**src/rtl/bcp_implication_dispatcher_if.sv**
```systemverilog
// Port bundle between the BCP implication dispatcher, the result FIFO and the assignment unit.
// Handshake: an implication transfers on a rising clock edge where imp_valid && imp_ready;
// imp_valid is never withdrawn and imp_clause never changes until that transfer happens.
interface bcp_implication_dispatcher_if #(
    parameter int data_width = 32,
    parameter int idx_width  = 8
);
    logic                  dispatch_en;
    logic                  fifo_empty;
    logic [data_width-1:0] fifo_dataout;
    logic                  fifo_read;
    logic                  conflict;
    logic                  imp_valid;
    logic                  imp_ready;
    logic [idx_width-1:0]  imp_clause;
    logic [7:0]            imp_count;
    logic                  dispatch_busy;
    logic                  dispatch_done;
    logic                  aborted;
    logic [2:0]            dbg_state;

    modport master (
        input  dispatch_en, fifo_empty, fifo_dataout, conflict, imp_ready,
        output fifo_read, imp_valid, imp_clause, imp_count,
               dispatch_busy, dispatch_done, aborted, dbg_state
    );

    modport slave (
        output dispatch_en, fifo_empty, fifo_dataout, conflict, imp_ready,
        input  fifo_read, imp_valid, imp_clause, imp_count,
               dispatch_busy, dispatch_done, aborted, dbg_state
    );
endinterface

```
**src/rtl/bcp_implication_dispatcher.sv**
```systemverilog
// Pops unit-clause bitmask words from the BCP result FIFO and issues one indexed
// implication request per set bit, lowest index first; a conflict drains the FIFO.
module bcp_implication_dispatcher #(
    parameter int clause_num = 8,
    parameter int data_width = 32,
    parameter int idx_width  = 8
) (
    input logic clock,
    input logic reset,
    bcp_implication_dispatcher_if.master bus
);
    typedef enum logic [2:0] {
        S_IDLE  = 3'd0,
        S_POP   = 3'd1,
        S_LOAD  = 3'd2,
        S_SCAN  = 3'd3,
        S_ISSUE = 3'd4,
        S_FLUSH = 3'd5,
        S_DONE  = 3'd6
    } state_t;

    state_t                 state_q, state_d;
    logic [clause_num-1:0]  mask_q, mask_d;
    logic [idx_width-1:0]   clause_q;
    logic [7:0]             count_q;
    logic                   read_q;
    logic                   done_q;
    logic                   aborted_q;
    logic [idx_width-1:0]   low_idx;
    logic                   handshake;
    logic                   abortable;
    logic                   unused_dataout;

    assign unused_dataout = ^bus.fifo_dataout;
    assign handshake      = (state_q == S_ISSUE) && bus.imp_ready;
    assign abortable      = (state_q == S_POP) || (state_q == S_LOAD) ||
                            (state_q == S_SCAN) || (state_q == S_ISSUE);

    always_comb begin
        low_idx = '0;
        for (int i = clause_num - 1; i >= 0; i--) begin
            if (mask_q[i]) low_idx = idx_width'(i);
        end
    end

    always_comb begin
        state_d = state_q;
        mask_d  = mask_q;
        case (state_q)
            S_IDLE:  if (bus.dispatch_en) state_d = bus.fifo_empty ? S_DONE : S_POP;
            S_POP:   state_d = S_LOAD;
            S_LOAD: begin
                mask_d  = bus.fifo_dataout[clause_num-1:0];
                state_d = S_SCAN;
            end
            S_SCAN: begin
                if (mask_q == '0) state_d = bus.fifo_empty ? S_DONE : S_POP;
                else              state_d = S_ISSUE;
            end
            S_ISSUE: begin
                if (handshake) begin
                    mask_d  = mask_q & ~(clause_num'(1) << clause_q);
                    state_d = S_SCAN;
                end
            end
            S_FLUSH: if (bus.fifo_empty) state_d = S_DONE;
            S_DONE:  state_d = S_IDLE;
            default: state_d = S_IDLE;
        endcase
        // Abort wins over every other transition; a simultaneous handshake is still counted below.
        if (bus.conflict && abortable) begin
            state_d = S_FLUSH;
            mask_d  = '0;
        end
    end

    always_ff @(posedge clock or posedge reset) begin
        if (reset) begin
            state_q   <= S_IDLE;
            mask_q    <= '0;
            clause_q  <= '0;
            count_q   <= '0;
            read_q    <= 1'b0;
            done_q    <= 1'b0;
            aborted_q <= 1'b0;
        end else begin
            state_q <= state_d;
            mask_q  <= mask_d;
            // Flush reads lag the empty flag by a cycle, so one harmless read may hit an empty FIFO.
            read_q  <= (state_d == S_POP) ||
                       ((state_q == S_FLUSH) && (state_d == S_FLUSH) && !bus.fifo_empty);
            done_q  <= (state_q == S_DONE);
            if ((state_q == S_IDLE) && bus.dispatch_en) begin
                count_q   <= '0;
                aborted_q <= 1'b0;
            end
            if ((state_q == S_SCAN) && (state_d == S_ISSUE)) clause_q <= low_idx;
            if (handshake && (count_q != 8'hFF)) count_q <= count_q + 8'd1;
            if (state_q == S_FLUSH) aborted_q <= 1'b1;
        end
    end

    assign bus.fifo_read     = read_q;
    assign bus.imp_valid     = (state_q == S_ISSUE);
    assign bus.imp_clause    = clause_q;
    assign bus.imp_count     = count_q;
    assign bus.dispatch_busy = (state_q != S_IDLE);
    assign bus.dispatch_done = done_q;
    assign bus.aborted       = aborted_q;
    assign bus.dbg_state     = state_q;
endmodule

```
**src/flat_wrapper.sv**
```systemverilog
// flat-port wrapper written by rule: the top's interface ports become plain ports
module bcp_implication_dispatcher_flat 
#(
    parameter int clause_num = 8,
    parameter int data_width = 32,
    parameter int idx_width  = 8
)
  (clock, reset, bus_dispatch_en, bus_fifo_empty, bus_fifo_dataout, bus_conflict, bus_imp_ready, bus_fifo_read, bus_imp_valid, bus_imp_clause, bus_imp_count, bus_dispatch_busy, bus_dispatch_done, bus_aborted, bus_dbg_state);
  bcp_implication_dispatcher_if #(.data_width(data_width), .idx_width(idx_width)) bus_i ();
  input logic clock;
  input logic reset;
  input wire logic [$bits(bus_i.dispatch_en)-1:0] bus_dispatch_en;
  input wire logic [$bits(bus_i.fifo_empty)-1:0] bus_fifo_empty;
  input wire logic [$bits(bus_i.fifo_dataout)-1:0] bus_fifo_dataout;
  input wire logic [$bits(bus_i.conflict)-1:0] bus_conflict;
  input wire logic [$bits(bus_i.imp_ready)-1:0] bus_imp_ready;
  output wire logic [$bits(bus_i.fifo_read)-1:0] bus_fifo_read;
  output wire logic [$bits(bus_i.imp_valid)-1:0] bus_imp_valid;
  output wire logic [$bits(bus_i.imp_clause)-1:0] bus_imp_clause;
  output wire logic [$bits(bus_i.imp_count)-1:0] bus_imp_count;
  output wire logic [$bits(bus_i.dispatch_busy)-1:0] bus_dispatch_busy;
  output wire logic [$bits(bus_i.dispatch_done)-1:0] bus_dispatch_done;
  output wire logic [$bits(bus_i.aborted)-1:0] bus_aborted;
  output wire logic [$bits(bus_i.dbg_state)-1:0] bus_dbg_state;
  assign bus_i.dispatch_en = bus_dispatch_en;
  assign bus_i.fifo_empty = bus_fifo_empty;
  assign bus_i.fifo_dataout = bus_fifo_dataout;
  assign bus_i.conflict = bus_conflict;
  assign bus_i.imp_ready = bus_imp_ready;
  assign bus_fifo_read = bus_i.fifo_read;
  assign bus_imp_valid = bus_i.imp_valid;
  assign bus_imp_clause = bus_i.imp_clause;
  assign bus_imp_count = bus_i.imp_count;
  assign bus_dispatch_busy = bus_i.dispatch_busy;
  assign bus_dispatch_done = bus_i.dispatch_done;
  assign bus_aborted = bus_i.aborted;
  assign bus_dbg_state = bus_i.dbg_state;
  bcp_implication_dispatcher #(.clause_num(clause_num), .data_width(data_width), .idx_width(idx_width)) u_core (.clock(clock), .reset(reset), .bus(bus_i));
endmodule
```
**config.mk**
```make
export PLATFORM = sky130hd
export DESIGN_NAME = bcp_implication_dispatcher_flat
export DESIGN_NICKNAME = d
export VERILOG_FILES = /design/src/rtl/bcp_implication_dispatcher_if.sv /design/src/rtl/bcp_implication_dispatcher.sv /design/src/flat_wrapper.sv
export SDC_FILE = /design/constraint.sdc
export NUM_CORES = 1
export LEC_CHECK = 0
export ABC_CLOCK_PERIOD_IN_PS = 5300
export CORE_ASPECT_RATIO = 0.7
export CORE_UTILIZATION = 46
export DETAILED_ROUTE_END_ITERATION = 10
export GPL_ROUTABILITY_DRIVEN = 0
export GPL_TIMING_DRIVEN = 0
export PLACE_DENSITY = 0.85
export REMOVE_ABC_BUFFERS = 1
export SLEW_MARGIN = 10
export SYNTH_ARGS = -nofsm -noshare
export SYNTH_HDL_FRONTEND = slang
export SYNTH_SLANG_ARGS = --single-unit
```
**constraint.sdc**
```tcl
create_clock -name clock -period 5.3 [get_ports clock]
set_clock_uncertainty 0.1 [all_clocks]
set_input_delay 0.795 -clock clock [delete_from_list [all_inputs] [get_ports clock]]
set_output_delay 0.795 -clock clock [all_outputs]
set_load 0.02 [all_outputs]
```
Word level (Yosys, flattened, before mapping)

Index checks and enable logic that the tools add are counted.

Flip-flop bits (word level): 30
Latch bits: 0
RAM bits: 0
Bits in read-only memories: 0
Memories: 0

Add/sub/neg operators: 1
Multiply operators: 0
Div/mod/pow operators: 0
Magnitude comparators: 0
Equality and inequality tests: 11
Shift operators: 1
Multiplexer cells: 22
Bitwise gates (word level): 2
Reduce and logical (&&, ||, !) cells: 19

Operators with widths:

| kind                  | number |
|---|---|
| $mux W3               | 14 |
| $mux W8               | 4 |
| $pmux W3 S6           | 1 |
| $pmux W8 S2           | 1 |
| $eq A3 B3 Y1 const B  | 5 |
| $add A8 B1 Y8 const B | 1 |
| $and A8 B8 Y8         | 1 |
| $logic_not A8 Y1      | 1 |
| $ne A8 B8 Y1 const B  | 1 |
| $not A8 Y8            | 1 |
| $shl A1 B8 Y8 const A | 1 |
| $logic_and A1 B1 Y1   | 7 |
| $eq A3 B1 Y1 const B  | 2 |
| $eq A3 B2 Y1 const B  | 2 |
| $reduce_bool A3 Y1    | 2 |
| $logic_or A1 B1 Y1    | 4 |
| $reduce_bool A2 Y1    | 2 |
| $logic_not A3 Y1      | 1 |
| $ne A3 B1 Y1 const B  | 1 |
| $mux W1               | 2 |
| $reduce_and A2 Y1     | 1 |
| $logic_not A1 Y1      | 1 |

Depth between registers and ports, before layout

Gate-level depths: netlist of the first run.

Depth in word-level cells: 10
Depth in mapped cells: 8
Depth with buffers taken out: 7

Worst setup path before layout of the first run

OpenSTA, ideal clock, no wires.

Path kind: input to register
Start: input port bus_imp_ready
End: register u_core.clause_q[0], in the netlist u_core.bus.imp_clause[0]
Arrival: 1.923 ns
Data required time: 5.072 ns
Slack: 3.149 ns
Stages on the path: 6
Buffers on the path: 0
Cell sequence: nor2b_1 > a21oi_1 > a21oi_1 > o211a_1 > nand3b_2 > mux2_1

Cells in the longest elaborated chain, start to end: 6

Ends and longest elaborated chain:

| what                        | line                             | RTL |
|---|---|---|
| start: declaration          | flat_wrapper.sv:16               | `input wire logic [$bits(bus_i.imp_ready)-1:0] bus_imp_ready;` |
| $logic_and A1 B1 Y1         | bcp_implication_dispatcher.sv:35 | `assign handshake = (state_q == S_ISSUE) && bus.imp_ready;` |
| $mux W3                     | bcp_implication_dispatcher.sv:61 | `if (handshake) begin` |
| $pmux W3 S6                 | bcp_implication_dispatcher.sv:49 | `case (state_q)` |
| $mux W3                     | bcp_implication_dispatcher.sv:71 | `if (bus.conflict && abortable) begin` |
| named net u_core.state_d[1] | bcp_implication_dispatcher.sv:22 | `state_t state_q, state_d;` |
| $eq A3 B3 Y1                | bcp_implication_dispatcher.sv:97 | `if ((state_q == S_SCAN) && (state_d == S_ISSUE)) clause_q <= low_idx;` |
| $logic_and A1 B1 Y1         | bcp_implication_dispatcher.sv:97 |  |
| end signal: assignment      | bcp_implication_dispatcher.sv:97 |  |
| end: declaration            | bcp_implication_dispatcher.sv:24 | `logic [idx_width-1:0] clause_q;` |

The timed path passes the listed nets, and every way through them passes these cells.
A chain may end at the register's enable or synchronous reset.

Worst setup path after layout of the first run

Start: register u_core.state_q[0], in the netlist u_core.bus.dbg_state[0]
End: output port bus_imp_valid

Cells in the longest elaborated chain, start to end: 1

Ends and longest elaborated chain:

| what                     | line                              | RTL |
|---|---|---|
| start: declaration       | bcp_implication_dispatcher.sv:22  |  |
| start signal: assignment | bcp_implication_dispatcher.sv:87  | `state_q <= state_d;` |
| $eq A3 B3 Y1             | bcp_implication_dispatcher.sv:104 | `assign bus.imp_valid = (state_q == S_ISSUE);` |
| end: declaration         | flat_wrapper.sv:18                | `output wire logic [$bits(bus_i.imp_valid)-1:0] bus_imp_valid;` |

No other way between the ends.

==> results by group, run 1 <==
Clocking
  – Clock Tree Buf Depth: 2
  – TritonCTS Sinks: 25
  – CTS tree: done
  – Clock Latency Late Sink: 0.27 ns
  – H-tree depth: 1
  – Hold buffer count at CTS: 0
  – Worst-path clk slew: 0.09 ns
  – Root buffer cell: clkbuf_8
  – Post-CTS resize count: 0
  – CTS buffer count: 3
  – Postcts setup bufs: 0

Timing
  – Setup TNS Final: 0 ns
  – Max Freq: 340 MHz
  – RSZ-0062 raised after global routing: false
  – Setup violations, final: 0
  – Fin. max-slew vios: 0
  – Worst Tran Pin Value: 0.956 ns
  – Fin. Hold Viols: 0
  – Minimum clock period: 2.94 ns
  – Period utilisation layout: 55.5%
  – Setup ws final: 2.36 ns
  – Slew headroom: 36.2%

Setup path
  – CP max-delay cell: dfrtp_1
  – Critical path, cell by cell: nor2_1 -> nand2_1 -> inv_1 -> clkdlybuf4s50_1
  – Worst EP required: 4.41 ns
  – Max FO, Critical Path: 21
  – Worst R2R Path Depth: 6
  – Crit path DAT: 2.05 ns
  – WP depth: 4
  – CP top delay family: buffers and inverters
  – Buffers & Inverters on Critical Path: 2
  – Crit. End Element: primary output
  – Worst Setup Start Kind: flip-flop
  – Critical path start-end classification: reg2out
  – Slowest stage delay, CP: 0.63 ns

Synth
  – Synth cell types: 45
  – Post-synth top area share: 41.7%
  – Cell area after synthesis: 1500 um2
  – Syn_area_per_cell: 8.68 um2
  – Post-synthesis sequential area ratio: 41.7%
  – Syn. warnings: 0
  – Synth area leaders: dfrtp_1 (42%), o21ai_0 (5.3%), nand2_1 (4.7%), nor2_1 (3.5%), a21oi_1 (3.0%)
  – Async SR Flop Fraction: 100%
  – Number of synthesized register bits: 25
  – Top FF cell, synth: dfrtp_1
  – Area leader, netlist: dfrtp_1
  – Number of synthesized flops with an enable pin: 0
  – Post-Syn Instances: 173

Cells and area
  – Layout cells sized above 1: 5.94%
  – Antenna diode count: 0
  – Most frequent cells in the layout: clkdlybuf4s50_1 (32), dfrtp_1 (25), nand2_1 (19)
  – Fin nets: 242
  – Post-layout util: 62.8%
  – Finished Cell Area: 1850 um2
  – Commonest non-fill, non-tap cell in the layout: clkdlybuf4s50_1
  – Area Overhead vs Synth: 23.0%

Floorplanning
  – # rows: 16
  – Starting Density: 51.0%
  – Die height: 49.8 um
  – # IOs: 62
  – Die area: 3500 um2
  – Die W: 70.3 um
  – CORE AREA: 2940 um2

Global route
  – GRT Total Usage: 20.4%
  – First-pass GRT wire length: 5.63 mm
  – Largest net degree at the start of global routing: 26
  – Vias in the first global route: 1187
  – Global route overflow: 0
  – Initial antenna violation count: 0

Drt
  – # DRC: 0
  – Vias per cell: 5.76
  – Final WL: 3.46 mm
  – Total number of vias: 1372
  – Drt wl/cell: 14.6 um
  – 1st-iter DRT viols: 120
  – First-pass detailed-route iteration total: 5
  – Post-detailed-route count of antenna-violating nets: 0

Placement
  – Dpl ws: 2.47 ns
  – Detailed placement HPWL: 2.58 mm
  – DP Area: 1800 um2
  – IO Port Bufs: 32

Worst hold path
  – Hold Path Class: reg2reg
  – Hold path cells: 1

Pwr
  – PwrDens: 574 nW/um2
  – Maximum vdd drop: 326 uV
  – Power Total: 1060 uW
  – Leak: 0.000813 uW

Job
  – Max_cap viols: 0

Run status
  – Status: finished clean
registers in the layout, indices dropped and copies added, names as in the netlist:
signal / flops
u_core.bus.imp_count: 8
u_core.mask_q: 8
u_core.bus.dbg_state: 3
u_core.bus.dispatch_done: 1
u_core.bus.aborted: 1
u_core.bus.fifo_read: 1
u_core.bus.imp_clause: 3
worst paths after layout:
check | startpoint | slack (ns) | to
max | u_core.bus.dbg_state[0] | 2.36 | bus_imp_valid
min | u_core.bus.imp_count[7] | 0.40 | u_core.bus.imp_count[7]
max reg2reg | u_core.bus.dbg_state[0] | 2.92 | u_core.bus.imp_clause[0]
min reg2reg | u_core.bus.imp_count[7] | 0.40 | u_core.bus.imp_count[7]
max in group asynchronous | reset | 3.58 | u_core.mask_q[2]
min in group asynchronous | reset | 0.94 | u_core.bus.imp_count[7]
worst register-to-register path: stages, from the launching register on:
cell      delay (ns)
dfrtp_1         0.77
nor2b_1         0.23
a21oi_1         0.22
a21oi_1         0.09
o211a_1         0.27
nand3b_2        0.25
mux2_1          0.35
cell usage after synthesis, drive strengths merged, types with 2 or more instances:
master  count
nand3       6
inv         8
a22o        5
and2b       3
a21oi      10
nand3b      3
or3         2
nor2b       3
and2        3
nor2       14
and3        3
nor3        7
nand2      19
o21ai      22
o21a        2
mux2        3
o31ai       4
a31oi       4
or2         2
buf         9
nor4        2
dfrtp      25
clkbuf      2
cell type report:
| cell class | instances | area (um2) |
|---|---|---|
| fill | 236 | 1100 |
| timing repair buffer | 32 | 320 |
| clock buffer | 4 | 45.0 |
| tap | 36 | 45.0 |
| inverter | 8 | 30.0 |
| sequential | 25 | 626 |
| multi-input combinational | 133 | 781 |
cells by family (layout without fill, tap and decap cells):
family | count (synthesis) | after routing | synth area share [%]
AOI/OAI and AO/OA | 55 | 55 | 23.4
xor gates and xnor gates | 1 | 1 | 0.583
adders and majority gates | 1 | 1 | 0.833
buffers and inverters | 19 | 44 | 7.33
DFF | 25 | 25 | 41.7
muxes | 3 | 3 | 2.25
other | 1 | 5 | 0.250
and+or+nand+nor | 68 | 68 | 23.7
metal layers:
metal	share of wire [%]	global-route usage (%)	up-vias
met5	0	0	-
met4	1.2	6.33	0
met3	8.6	3.07	6
met2	41	28.9	70
met1	49	31.8	627
li1	-	-	669
power by group:
part / internal [uW] / leakage [uW] / switching (uW)
sequential: 256 / 0.000334 / 116
clock: 53.8 / 0.0000228 / 59.9
combinational: 257 / 0.000456 / 318
through the flow:
stage	std cells	hold slack [ns]
6_report	238	0.403
5_1_grt	238	0.462
4_1_cts	238	0.408
3_5_place_dp	234	0.396
3_3_place_gp	234	0.396
2_1_floorplan	166	0.407
Power figures use the tool's default switching activity.
==> run 2: changes to the inputs <==
ABC_CLOCK_PERIOD_IN_PS = 2600   (was 5300)
CORE_UTILIZATION = 39   (was 46)
PLACE_DENSITY = 0.77   (was 0.85)
clock period = 2.6 ns   (was 5.3 ns; I/O delays follow)
==> results by group, run 2 (synthesized netlist as in run 1, its figures left out) <==
Run status
  – Status: finished clean

Cells and area
  – FILL cells: 364
  – Most frequent cells in the layout: clkdlybuf4s50_1 (32), dfrtp_1 (24), nand2_1 (19)
  – Fin nets: 242
  – Layout Cells excl Fill: 252
  – Area Overhead vs Synth: 24.3%
  – Finished Cell Area: 1870 um2
  – Commonest non-fill, non-tap cell in the layout: clkdlybuf4s50_1
  – Layout cells sized above 1: 6.93%
  – Post-layout util: 51.8%
  – Antenna diode count: 0

Timing
  – Period utilisation layout: 91.6%
  – Fin. max-slew vios: 0
  – Setup violations, final: 0
  – Slew headroom: 39.8%
  – Fin. Hold Viols: 0
  – Minimum clock period: 2.38 ns
  – RSZ-0062 raised after global routing: false
  – Max Freq: 420 MHz
  – Worst Tran Pin Value: 0.896 ns
  – Setup TNS Final: 0 ns

Setup path
  – Worst EP required: 2.11 ns
  – Critical path start-end classification: reg2out
  – Worst setup path endpoint: bus_imp_valid
  – Reg2reg end: u_core.bus.imp_clause[1]
  – Worst Setup Start Kind: flip-flop
  – R2R Setup Slk: 0.36 ns
  – Worst R2R Path Depth: 6
  – Critical R2R Launch: u_core.bus.dbg_state[2]
  – Worst Setup SP: u_core.bus.dbg_state[1]
  – Crit. End Element: primary output
  – Crit path DAT: 1.89 ns
  – Max FO, Critical Path: 13

Job
  – Max_cap viols: 0

Drt
  – Drt wl/cell: 12.7 um
  – 1st-iter DRT viols: 107
  – First-pass detailed-route iteration total: 4
  – Vias per cell: 5.29
  – Post-detailed-route count of antenna-violating nets: 0
  – Final WL: 3.21 mm
  – # DRC: 0
  – Total number of vias: 1332

Global route
  – Vias in the first global route: 1180
  – Global route overflow: 0
  – First-pass GRT wire length: 5.68 mm
  – Largest net degree at the start of global routing: 26
  – GRT Total Usage: 17.6%
  – Initial antenna violation count: 0

Floorplanning
  – Starting Density: 41.7%
  – Die area: 4110 um2
  – # IOs: 62
  – Die W: 76.2 um
  – # rows: 18
  – CORE AREA: 3600 um2
  – Die height: 53.9 um

Clocking
  – H-tree depth: 1
  – Root buffer cell: clkbuf_8
  – Worst-path clk slew: 0.08 ns
  – TritonCTS Sinks: 25
  – Clock Tree Buf Depth: 2
  – Postcts setup bufs: 0
  – Clock Latency Late Sink: 0.27 ns
  – CTS buffer count: 3
  – CTS tree: done

Placement
  – Detailed placement HPWL: 2.46 mm
  – DP Cell Count: 248
  – IO Port Bufs: 32
  – DP Area: 1820 um2

Pwr
  – Leak: 0.000814 uW
  – Internal power: 1150 uW
  – Sw Ratio: 45.5%
  – Clock share of power: 10.7%
  – Psw: 962 uW
  – Sequential power share: 35.9%
  – PwrDens: 1130 nW/um2
  – Maximum vdd drop: 408 uV
  – Logic gate share of total power: 53.4%

Worst hold path
  – Hold Path Class: reg2reg
[run 2: cell types whose count changed in the layout (fill, tap and decap cells not counted)]
cell / previous run / this run
dfrtp_2: 0 / 1
clkinv_2: 0 / 1
dfrtp_1: 25 / 24
clkbuf_1: 1 / 0
[run 2: repair_timing]
action                                  4_1_cts  5_1_grt
gates resized for setup                       0        1
hold endpoints to repair                      0        0
endpoints found under the setup margin        0        1
hold buffers                                  0        0
[run 2: critical path, stage by stage (launching register included)]
cell             delay, ns
dfrtp_1               0.53
nor2_1                0.28
nand2_1               0.13
inv_1                 0.08
clkdlybuf4s50_1       0.60
[run 2: cell type report]
type / count / area [um2] / area share [%]
multi-input combinational: 133 / 781 / 41.8
sequential: 25 / 627 / 33.6
timing repair buffer: 32 / 320 / 17.2
tap: 50 / 62.6 / 3.35
clock buffer: 3 / 41.3 / 2.21
inverter: 8 / 30.0 / 1.61
clock inverter: 1 / 5.00 / 0.268
[run 2: worst min path at each step]
stage | from | to | depth (start not counted)
6_report | u_core.bus.imp_count[3] | u_core.bus.imp_count[3] | 1
5_1_grt | u_core.bus.imp_count[3] | u_core.bus.imp_count[3] | 1
4_1_cts | u_core.bus.imp_count[3] | u_core.bus.imp_count[3] | 1
3_5_place_dp | u_core.bus.imp_count[3] | u_core.bus.imp_count[3] | 1
3_3_place_gp | u_core.bus.imp_count[7] | u_core.bus.imp_count[7] | 1
2_1_floorplan | reset | u_core.bus.aborted | 1
[run 2: per-layer routing]
layer  GRT usage (%)  wire, um  vias up
met4            3.85        14        0
li1                -         -      666
met3            2.03       141        2
met2            25.5      1350       39
met1            27.6      1710      625
met5               0         0        -
[run 2: power groups by stage]
stage | clock [uW] | combinational (uW) | sequential, uW
after floorplan | 0 | 682 | 801
after global placement | 0 | 1110 | 753
after detailed placement | 0 | 1130 | 757
after CTS | 237 | 1130 | 752
after global routing | 246 | 1260 | 795
final | 227 | 1130 | 760
[run 2: per-stage QoR]
step | worst slack, ns | power (uW) | hold WS (ns)
after CTS | 0.110 | 2120 | 0.432
after floorplan | 0.474 | 1480 | 0.317
after global placement | 0.222 | 1860 | 0.408
final | 0.217 | 2120 | 0.426
after global routing | 0.0820 | 2300 | 0.467
after detailed placement | 0.220 | 1880 | 0.420
